### config.mk
export PLATFORM = sky130hd
export DESIGN_NAME = master_rd_sink
export DESIGN_NICKNAME = d
export VERILOG_FILES = /design/src/rtl/master_rd_sink.sv
export SDC_FILE = /design/constraint.sdc
export NUM_CORES = 1
export LEC_CHECK = 0
export CAP_MARGIN = 0
export CORE_MARGIN = 2
export CORE_UTILIZATION = 50
export DETAILED_ROUTE_END_ITERATION = 16
export PLACE_DENSITY_LB_ADDON = 0.08
export SYNTH_ARGS = -nofsm -noshare
export SYNTH_HDL_FRONTEND = slang
export SYNTH_SLANG_ARGS = --single-unit
### constraint.sdc
create_clock -name CLK -period 14 [get_ports CLK]
set_input_delay 3.5 -clock CLK [delete_from_list [all_inputs] [get_ports CLK]]
set_output_delay 3.5 -clock CLK [all_outputs]
set_load 0.01 [all_outputs]
### src/rtl/master_rd_sink.sv
`default_nettype none
// ============================================================================
// Module   : master_rd_sink
// Brief    : PCI master read-path sink. Captures read data words into a FWFT
//            FIFO and tracks transfer progress across retries and disconnects.
//            Optional byte swap on capture: MASTER_RD_SINK_BSWAP_EN.
// Revision : 1.0
// ============================================================================
module master_rd_sink #(
    parameter int AW        = 4,
    parameter int LEN_W     = 8,
    parameter int AF_MARGIN = 2
) (
    input  logic             CLK,
    input  logic             reset_n,
    input  logic             start,
    input  logic [LEN_W-1:0] xfer_len,
    input  logic [31:0]      adio_out,
    input  logic             m_data,
    input  logic             m_data_vld,
    input  logic             m_addr_n,
    input  logic             m_wrdn,
    input  logic [39:0]      csr,
    output logic [31:0]      rd_data,
    output logic             rd_valid,
    input  logic             rd_ready,
    output logic             rd_af,
    output logic [LEN_W-1:0] words_rcvd,
    output logic             done,
    output logic             fatal_err,
    output logic             retry_seen,
    output logic             overflow
);

    localparam logic [AW:0] c_DEPTH  = (AW+1)'(2**AW);
    localparam logic [AW:0] c_MARGIN = (AW+1)'(AF_MARGIN);

    typedef enum logic [2:0] {
        S_IDLE  = 3'd0,
        S_ARM   = 3'd1,
        S_ADDR  = 3'd2,
        S_DATA  = 3'd3,
        S_CHECK = 3'd4,
        S_DONE  = 3'd5,
        S_ERR   = 3'd6
    } state_t;

    state_t           state_q, state_d;
    logic [LEN_W-1:0] len_q, len_d;
    logic [LEN_W-1:0] words_q, words_d;
    logic             fatal_err_q, fatal_err_d;
    logic             retry_q, retry_d;
    logic             ovf_q, ovf_d;
    logic             abort_q;
    logic             m_data_q;
    logic             af_q;
    logic [AW:0]      wptr_q, rptr_q;
    logic [31:0]      mem_q [2**AW];

    logic [AW:0]      w_count, w_count_nxt;
    logic             w_empty, w_full, w_pop, w_push, w_capture;
    logic [31:0]      w_wdata;
    logic             unused_csr;

    assign unused_csr = ^{csr[37:0]};

`ifdef MASTER_RD_SINK_BSWAP_EN
    assign w_wdata = {adio_out[7:0], adio_out[15:8], adio_out[23:16], adio_out[31:24]};
`else
    assign w_wdata = adio_out;
`endif

    assign w_count     = wptr_q - rptr_q;
    assign w_empty     = (w_count == '0);
    assign w_full      = (w_count == c_DEPTH);
    assign w_pop       = rd_ready & ~w_empty;
    assign w_capture   = (state_q == S_DATA) & m_data_vld & (words_q < len_q);
    // A pop in the same cycle frees the slot, so a full FIFO can still accept.
    assign w_push      = w_capture & (~w_full | w_pop);
    assign w_count_nxt = w_count + (AW+1)'(w_push) - (AW+1)'(w_pop);

    always_comb begin
        state_d     = state_q;
        len_d       = len_q;
        words_d     = words_q;
        fatal_err_d = fatal_err_q;
        retry_d     = retry_q;
        ovf_d       = ovf_q;

        if (w_capture) begin
            words_d = words_q + LEN_W'(1);
            if (!w_push) begin
                ovf_d = 1'b1;
            end
        end

        case (state_q)
            S_IDLE, S_ERR: begin
                if (start) begin
                    state_d     = S_ARM;
                    len_d       = (xfer_len == '0) ? LEN_W'(1) : xfer_len;
                    words_d     = '0;
                    fatal_err_d = 1'b0;
                    retry_d     = 1'b0;
                    ovf_d       = 1'b0;
                end
            end
            S_ARM: begin
                if (!m_addr_n && !m_wrdn) begin
                    state_d = S_ADDR;
                end
            end
            S_ADDR: begin
                if (m_data) begin
                    state_d = S_DATA;
                end
            end
            S_DATA: begin
                if (m_data_q && !m_data) begin
                    state_d = S_CHECK;
                end
            end
            S_CHECK: begin
                if (words_q == len_q) begin
                    state_d = S_DONE;
                end else if (abort_q) begin
                    state_d     = S_ERR;
                    fatal_err_d = 1'b1;
                end else begin
                    state_d = S_ARM;
                    retry_d = 1'b1;
                end
            end
            S_DONE:  state_d = S_IDLE;
            default: state_d = S_IDLE;
        endcase
    end

    always_ff @(posedge CLK or negedge reset_n) begin
        if (!reset_n) begin
            state_q     <= S_IDLE;
            len_q       <= '0;
            words_q     <= '0;
            fatal_err_q <= 1'b0;
            retry_q     <= 1'b0;
            ovf_q       <= 1'b0;
            abort_q     <= 1'b0;
            m_data_q    <= 1'b0;
            af_q        <= 1'b0;
            wptr_q      <= '0;
            rptr_q      <= '0;
        end else begin
            state_q     <= state_d;
            len_q       <= len_d;
            words_q     <= words_d;
            fatal_err_q <= fatal_err_d;
            retry_q     <= retry_d;
            ovf_q       <= ovf_d;
            m_data_q    <= m_data;
            af_q        <= (c_DEPTH - w_count_nxt) <= c_MARGIN;
            wptr_q      <= wptr_q + (AW+1)'(w_push);
            rptr_q      <= rptr_q + (AW+1)'(w_pop);
            // Abort status is per bus cycle: a new address phase clears it.
            if (!m_addr_n) begin
                abort_q <= 1'b0;
            end else if (m_data && (csr[39] || csr[38])) begin
                abort_q <= 1'b1;
            end
        end
    end

    always_ff @(posedge CLK) begin
        if (w_push) begin
            mem_q[wptr_q[AW-1:0]] <= w_wdata;
        end
    end

    assign rd_valid   = ~w_empty;
    assign rd_data    = w_empty ? '0 : mem_q[rptr_q[AW-1:0]];
    assign rd_af      = af_q;
    assign words_rcvd = words_q;
    assign done       = (state_q == S_DONE);
    assign fatal_err  = fatal_err_q;
    assign retry_seen = retry_q;
    assign overflow   = ovf_q;

endmodule
`default_nettype wire

==> metrics.txt, run 1 <==
Detailed Route Iter0 Violations 905; CTS Hold Buffers Added 0; synthesized area 0.02173 mm2; dpl ws 5985 ps; global-route wire length before repair 70,220 um; post-synth top area share 0.7076; vias per cell 5.831; post-synth cell types 46; Die Area 0.04514 mm2; synth top area cells edfxtp_1, mux4_2, dfrtp_1; crit path time final 8619 ps; CP peak stage delay 820 ps; skew final 24.27 ps; maximum root-to-sink buffer count 3; DP HPWL 24,500 um; Critical Path End Type output pin; Hold Crit Depth 1; Top FF cell, synth edfxtp_1; delay-heaviest family, CP buffers and inverters; Final setup viols 0; FP Rows 76; placed cell count 1,753; postcts setup bufs 0; area grow syn2layout 16.45%; DR vias 10.81k; Max Fclk 0.1160 GHz; Root Buffer clkbuf_16; grt total ovfl 0; Final #Nets 1,338; core area 0.04298 mm2; PortBufs 95; final worst setup slack 5381 ps; sequential share of the synthesized area 0.7479; Worst Hold Class reg2reg; Slowest cell on crit path dfrtp_4; hold worst-path end wptr_q[4]; clock slew at reported path FFs 60 ps; post-CTS sizing 0; register bit total from synthesis 547; startpoint types flip-flop; flop-to-flop setup slack 8380 ps; Starting Density 0.5055; required time of the critical path 10,500 ps; Cells after Synth 1,096; Synth Area per Inst 19.83 um2; period utilization 0.6157; r2r worst-path depth 18; critical path peak fanout 54; fin. max-slew vios 0; number of global-route vias before repair 11.03k; largest net degree at the start of global routing 57; total CTS buffers 56; Sink Count 547; reg2reg end rd_af; layout cell share with drive strength beyond 1 0.2104; Peak VDD IR 0.1737 mV; antenna cells 0; YS warnings 0; Residual DRC 0; setup TNS 0 ps; top-count cell post-synth edfxtp_1; Die H 212.5 um; final hold violations 0; Net Count, Synth 1,208; Final ANT Viol Nets 0; Async S/R FF share, synth 0.06399; RR Startpoint rptr_q[1]; Pre-antenna DRT Iters 5; die width 212.5 um; hold path startpoint wptr_q[4]; utilization after layout 0.5887; drt wl/cell 25.45 um; Post-Layout Cell Count 1,854; leading area contributor after synthesis edfxtp_1; top cells by count, synth edfxtp_1, mux4_2, nand2_1; I/O pin count 134; WL final 47,190 um; Slew HR 0.2569; EDFF count, synth 512; critical path class reg2out; Worst-Margin Slew 1111 ps; maxcap violations 0; antenna violations before repair 0; RSZ-0062 raised after global routing no; H-Tree Depth 2; crit path DAT 5120 ps; latest clock arrival within the worst-skew pair 610 ps; P per Cell Area 199.1 mW/mm2; CTS tree built; Placer Congestion 0.7428; GRT Util Overall 0.2165; Leak 8.378 nW; CP bufs+invs 4; run status complete, no violations; crit-path cells inv_2 -> buf_4 -> ha_1 -> nand3b_1 -> nand2_1 -> xnor2_1 -> ha_1 -> nand3_1 -> nor2b_4 -> buf_4 -> a211oi_1 -> clkdlybuf4s50_1; # fillers 3,224
[flip-flops by register name, indices dropped and copies added (netlist names)]
register    flops
mem_q         512
len_q           8
words_rcvd      8
rptr_q          5
wptr_q          5
state_q         3
abort_q         1
fatal_err       1
m_data_q        1
overflow        1
rd_af           1
retry_seen      1
[metrics by stage]
step                      area (um2)  total power, mW  hold slack, ps
final                          25300            5.038           502.2
after global routing           25300            5.291           531.7
after CTS                      25300            5.102           503.9
after detailed placement       23540            3.655           493.4
after global placement         23540            3.640           477.3
after floorplan                21730            3.057           464.4
[cell families (layout without fill, tap and decap cells)]
logic type,count (synthesis),after routing,share of synthesized area
multiplexers,160,160,0.1474
AO/OA/AOI/OAI,83,83,0.02557
AND/OR/NAND/NOR,183,183,0.04198
adder cells (fa/ha/maj),24,24,0.01451
buffers and inverters,86,259,0.01676
flip-flops,547,547,0.7479
XOR/XNOR,13,13,0.005873
[layout by cell type, fill, tap and decap left out, drive strengths merged, types with 17 or more instances in the layout]
cell type	Yosys	final
clkinv	2	17
edfxtp	512	512
a211oi	35	35
ha	22	22
mux2i	32	32
mux4	128	128
dfrtp	35	35
inv	24	26
clkbuf	34	77
clkdlybuf4s50	0	95
and3	34	34
a21oi	19	19
nand2	79	79
buf	26	37
[routing by layer]
metal | routed length, um | GRT usage
met1 | 21050 | 0.3142
met5 | 0 | 0
met3 | 2307 | 0.02969
met2 | 22750 | 0.3455
met4 | 1073 | 0.06680
[worst max path at each step]
stage	from	end	slack, ps	depth (start not counted)
4_1_cts	rptr_q[1]	rd_data[2]	5310	12
3_3_place_gp	rptr_q[1]	rd_data[2]	6050	10
5_1_grt	rptr_q[1]	rd_data[28]	5110	12
3_5_place_dp	rptr_q[1]	rd_data[2]	5990	12
6_report	rptr_q[1]	rd_data[28]	5380	12
2_1_floorplan	m_data_vld	mem_q[0][0]	6030	4
[area by class of cell]
class / instances / area [um2] / area share
Clock buffer: 77 / 1531 / 0.06053
Clock inverter: 24 / 235.2 / 0.009296
Inverter: 26 / 97.59 / 0.003857
Multi-Input combinational cell: 463 / 5215 / 0.2061
Sequential cell: 547 / 16260 / 0.6427
Tap cell: 585 / 732.0 / 0.02893
Timing Repair Buffer: 132 / 1229 / 0.04856
[where the power goes]
group          internal [mW]  total [mW]  switching (mW)
logic                  0.810        1.63           0.816
registers               1.86        1.97           0.107
clock network          0.850        1.44           0.593
total                   3.52        5.04            1.52
Note: power is estimated with default switching activity, not from simulation.
==> run 2, diff against run 1 <==
clock period = 8.4 ns   (was 14 ns; I/O delays follow)
==> run 2 against run 1 <==
Final cell count is 0.54% higher. First-iteration DRC count shrank 2.5%. Clock power is 65% higher. Non-clock buffer count is 4 higher. Global-route usage is 0.11 points higher. Combinational power grew 71%. Critical path depth is 2 lower. Sequential share of layout area shrank 0.089 points. Die area did not move. Design area up 0.14%. Power up 66%. Highest routed layer unchanged.
==> metrics.txt, run 2 (same netlist as run 1, synthesis figures left out) <==
flop-to-flop setup slack 3610 ps (-4770 ps); Worst Hold Class reg2reg; PortBufs 95 (unchanged); number of global-route vias before repair 11.05k (+0.20%); grt total ovfl 0 (unchanged); core area 0.04298 mm2 (unchanged); CTS Hold Buffers Added 0 (unchanged); H-Tree Depth 2 (unchanged); commonest non-fill, non-tap cell in the layout edfxtp_1; vias per cell 5.800 (-0.53%); maxcap violations 0 (unchanged); Detailed Route Iter0 Violations 882 (-2.5%); Final Power 8.369 mW (+66%); WL final 47,360 um (+0.36%); Worst-Margin Slew 1066 ps (-45.52 ps); Max Fclk 0.1426 GHz; FP Rows 76 (unchanged); clock slew at reported path FFs 60 ps (about the same); crit path DAT 4910 ps (-210 ps); DP HPWL 25,130 um (+2.6%); postcts setup bufs 0 (unchanged); Leak 8.408 nW (+0.36%); layout cell share with drive strength beyond 1 0.2185 (+0.008079); Peak VDD IR 0.3240 mV (+87%); critical path class reg2out; period utilization 0.8351; DR vias 10.81k (+0.0093%); Final setup viols 0 (unchanged); Worst Setup EP rd_data[17]; startpoint types flip-flop; latest clock arrival within the worst-skew pair 610 ps (about the same); Placer Congestion 0.7483 (+0.74%); utilization after layout 0.5895 (+0.0008150); die width 212.5 um (unchanged); total CTS buffers 56 (unchanged); fin. max-slew vios 0 (unchanged); crit path time final 7015 ps; Die Area 0.04514 mm2 (unchanged); run status complete, no violations; area grow syn2layout 16.61%; maximum root-to-sink buffer count 3 (unchanged); Slew HR 0.2856 (+0.02866); Hold Crit Depth 1 (unchanged); Sink Count 547 (unchanged); Post-DP Area 0.02357 mm2 (+0.13%); setup TNS 0 ps (unchanged); RSZ-0062 raised after global routing no; FF/Latch Area 0.01626 mm2 (unchanged); global-route wire length before repair 70,940 um (+1.0%); Residual DRC 0 (unchanged); Die H 212.5 um (unchanged); CTS tree built; final instance area 0.02534 mm2 (+0.14%); # fillers 3,259 (+1.1%); RR Startpoint rptr_q[3]; final hold violations 0 (unchanged); drt wl/cell 25.41 um (-0.18%); I/O pin count 134 (unchanged); Multi-input gate area 0.005215 mm2 (unchanged); skew final 25.54 ps (+1.272 ps); P per Cell Area 330.3 mW/mm2 (+66%); critical path peak fanout 33 (-39%); max reg flops 512 (unchanged); Critical Path End Type output pin; Starting Density 0.5055 (unchanged); largest net degree at the start of global routing 56 (-1.8%); Final #Nets 1,342 (+0.30%); Setup crit start rptr_q[3]; required time of the critical path 6300 ps (-4200 ps); Pre-antenna DRT Iters 5 (unchanged); antenna violations before repair 0 (unchanged); reg2reg end rd_af; most frequent cells in the layout edfxtp_1, mux4_2, clkdlybuf4s50_1; post-CTS sizing 0 (unchanged); r2r worst-path depth 15 (-3); Root Buffer clkbuf_16; GRT Util Overall 0.2176 (+0.001144); Final ANT Viol Nets 0 (unchanged)
run 2: critical path, stage by stage (launching register included):
cell and delay, ps:
dfrtp_4 650, inv_2 90, buf_4 630, ha_1 390, xnor2_1 320, ha_1 240
nand3_1 150, nor2b_4 800, buf_4 360, a211oi_1 110, clkdlybuf4s50_1 540
run 2: power by group:
part | total [mW] | internal (mW) | switching, mW
Clock | 2.37 | 1.34 | 1.03
Sequential | 3.22 | 3.11 | 0.112
Combinational | 2.78 | 1.35 | 1.42
run 2: through the flow:
stage,hold WS (ps),cells,worst slack (ps)
after global placement,479.2,1757,1997
after floorplan,464.4,1096,1829
after CTS,497.3,1862,1284
final,498.4,1864,1385
after detailed placement,480.4,1757,1946
after global routing,520.1,1862,1205
run 2: worst min path at each step:
stage	from	slack, ps	endpoint
6_report	wptr_q[4]	500	wptr_q[4]
5_1_grt	retry_seen	520	retry_seen
4_1_cts	rptr_q[4]	500	rptr_q[4]
3_5_place_dp	rptr_q[4]	480	rptr_q[4]
3_3_place_gp	wptr_q[4]	480	wptr_q[4]
2_1_floorplan	rptr_q[4]	460	rptr_q[4]
run 2: layout make-up:
cell class / instances / share of cell area
repair buffers: 136 / 0.04968
well taps: 585 / 0.02889
multi-input cells: 463 / 0.2058
inverters: 26 / 0.003852
clock inverters: 39 / 0.01210
clock buffers: 66 / 0.05763
flip-flops and latches: 547 / 0.6418
diodes: 2 / 0.0001975
run 2: layer usage:
layer  vias up  routed length [um]  global-route usage
li1       4741                   -                   -
met1      5762               21350              0.3142
met2       254               22760              0.3479
met3        54                2495             0.03752
met4         0                 751             0.05691
met5         -                   0                   0
==> run 3, diff against run 2 <==
clock period = 6.4 ns   (was 8.4 ns; I/O delays follow)
==> run 3 against run 2 <==
Non-clock buffer count grew 6. Design area decreased by 0.50%. Hold slack worse by 4.4 ps. Critical path depth rose by 1. Combinational power rose by 32%. Final cell count shrank 0.38%. Critical endpoint is now rd_data[9].
==> metrics.txt, run 3 (same netlist as run 1, synthesis figures left out) <==
period utilization 0.9111; core area 0.04298 mm2 (unchanged); critical path class reg2out; required time of the critical path 4800 ps (-1500 ps); Setup crit start rptr_q[0]; maximum root-to-sink buffer count 3 (unchanged); maxcap violations 0 (unchanged); Final Power 10.72 mW (+28%); Root Buffer clkbuf_16; I/O pin count 134 (unchanged); antenna violations before repair 1 (+1); largest net degree at the start of global routing 48 (-14%); Peak VDD IR 0.3027 mV (-6.6%); area grow syn2layout 16.03%; DP HPWL 25,310 um (+0.70%); crit path time final 5831 ps; Leak 8.340 nW (-0.82%); Detailed Route Iter0 Violations 842 (-4.5%); number of global-route vias before repair 11.14k (+0.81%); startpoint types flip-flop; r2r worst-path depth 17 (+2); DR vias 10.78k (-0.28%); flop-to-flop setup slack 2080 ps (-1530 ps); critical path peak fanout 15 (-55%); P per Cell Area 425.2 mW/mm2 (+29%); CTS Hold Buffers Added 0 (unchanged); H-Tree Depth 2 (unchanged); Worst Hold Class reg2reg; die width 212.5 um (unchanged); Worst Setup EP rd_data[9]; CTS tree built; RR Startpoint rptr_q[0]; Final setup viols 0 (unchanged); Sink Count 547 (unchanged); Final #Nets 1,346 (+0.30%); latest clock arrival within the worst-skew pair 610 ps (about the same); layout cell share with drive strength beyond 1 0.2116 (-0.006836); Critical Path End Type output pin; RSZ-0062 raised after global routing no; most frequent cells in the layout edfxtp_1, mux4_2, clkdlybuf4s50_1; PortBufs 95 (unchanged); Final ANT Viol Nets 0 (unchanged); vias per cell 5.806 (about the same); grt total ovfl 0 (unchanged); setup TNS 0 ps (unchanged); commonest non-fill, non-tap cell in the layout edfxtp_1; Worst-Margin Slew 1122 ps (+55.97 ps); Placer Congestion 0.7443 (-0.53%); global-route wire length before repair 71,300 um (+0.52%); Pre-antenna DRT Iters 5 (unchanged); Residual DRC 0 (unchanged); Slew HR 0.2481 (-0.03751); fin. max-slew vios 0 (unchanged); FP Rows 76 (unchanged); Die Area 0.04514 mm2 (unchanged); drt wl/cell 25.56 um (+0.62%); postcts setup bufs 0 (unchanged); total CTS buffers 54 (-3.6%); GRT Util Overall 0.2200 (+0.002359); reg2reg end rd_af; skew final 30.77 ps (+5.224 ps); # fillers 3,252 (-0.21%); Die H 212.5 um (unchanged); post-CTS sizing 0 (unchanged); max reg flops 512 (unchanged); WL final 47,470 um (+0.24%); run status complete, no violations; final hold violations 0 (unchanged); Starting Density 0.5055 (unchanged); crit path DAT 4230 ps (-680 ps); Max Fclk 0.1715 GHz; clock slew at reported path FFs 60 ps (about the same)
[run 3: cell count changes in the layout (fill, tap and decap cells not counted), sizes merged]
cell / delta
diode: -1
clkinv: -16
buf: +6
inv: -1
bufinv: -3
clkinvlp: -2
clkbuf: +10
[run 3: power breakdown]
part           switching, mW  internal, mW
logic                   1.88          1.79
clock network           1.27          1.56
registers              0.137          4.08
[run 3: how the worst min path moves through the flow]
stage                          from   endpoint  slack, ps  cells after the start
after floorplan           rptr_q[4]  rptr_q[4]        460                      1
after global placement    wptr_q[4]  wptr_q[4]        480                      1
after detailed placement  rptr_q[4]  rptr_q[4]        480                      1
after CTS                 rptr_q[4]  rptr_q[4]        500                      1
after global routing      rptr_q[4]  rptr_q[4]        500                      1
final                     rptr_q[4]  rptr_q[4]        490                      1
[run 3: critical path: stages, from the launching register on]
cell and delay (ps):
dfrtp_4 600, ha_1 220, inv_1 50, fa_1 390, xnor2_1 370, ha_1 260
nand3_1 150, nor2b_4 430, buf_4 360, buf_4 190, a211oi_1 60, clkdlybuf4s50_1 520
[run 3: per-stage QoR]
step                        util  cell area [um2]  setup WS (ps)  instances  hold slack (ps)
after floorplan                -            21730          202.6       1096            464.4
after global placement    0.5505            23660           1107       1763            481.9
after detailed placement  0.5505            23660           1110       1763            484.8
after CTS                 0.5865            25210          454.9       1856            496.9
after global routing      0.5865            25210          238.1       1856            501.2
final                     0.5866            25210          568.9       1857            494.0
[run 3: per-layer routing]
| metal | routed length (um) | GRT usage | vias up |
|---|---|---|---|
| li1 | - | - | 4739 |
| met1 | 20990 | 0.3135 | 5714 |
| met2 | 22950 | 0.3547 | 260 |
| met3 | 2592 | 0.03781 | 66 |
| met4 | 933 | 0.06101 | 2 |
| met5 | 13 | 0 | - |
[run 3: area by class of cell]
cell class                      instances  area [um2]  share of cell area
Tap cell                              585       732.0             0.02903
Clock buffer                           76        1444             0.05727
Antenna cell                            1       2.502          0.00009926
Clock inverter                         17       103.9            0.004119
Multi-Input combinational cell        463        5215              0.2068
Timing Repair Buffer                  142        1354             0.05370
Inverter                               26       97.59            0.003871
Sequential cell                       547       16260              0.6451
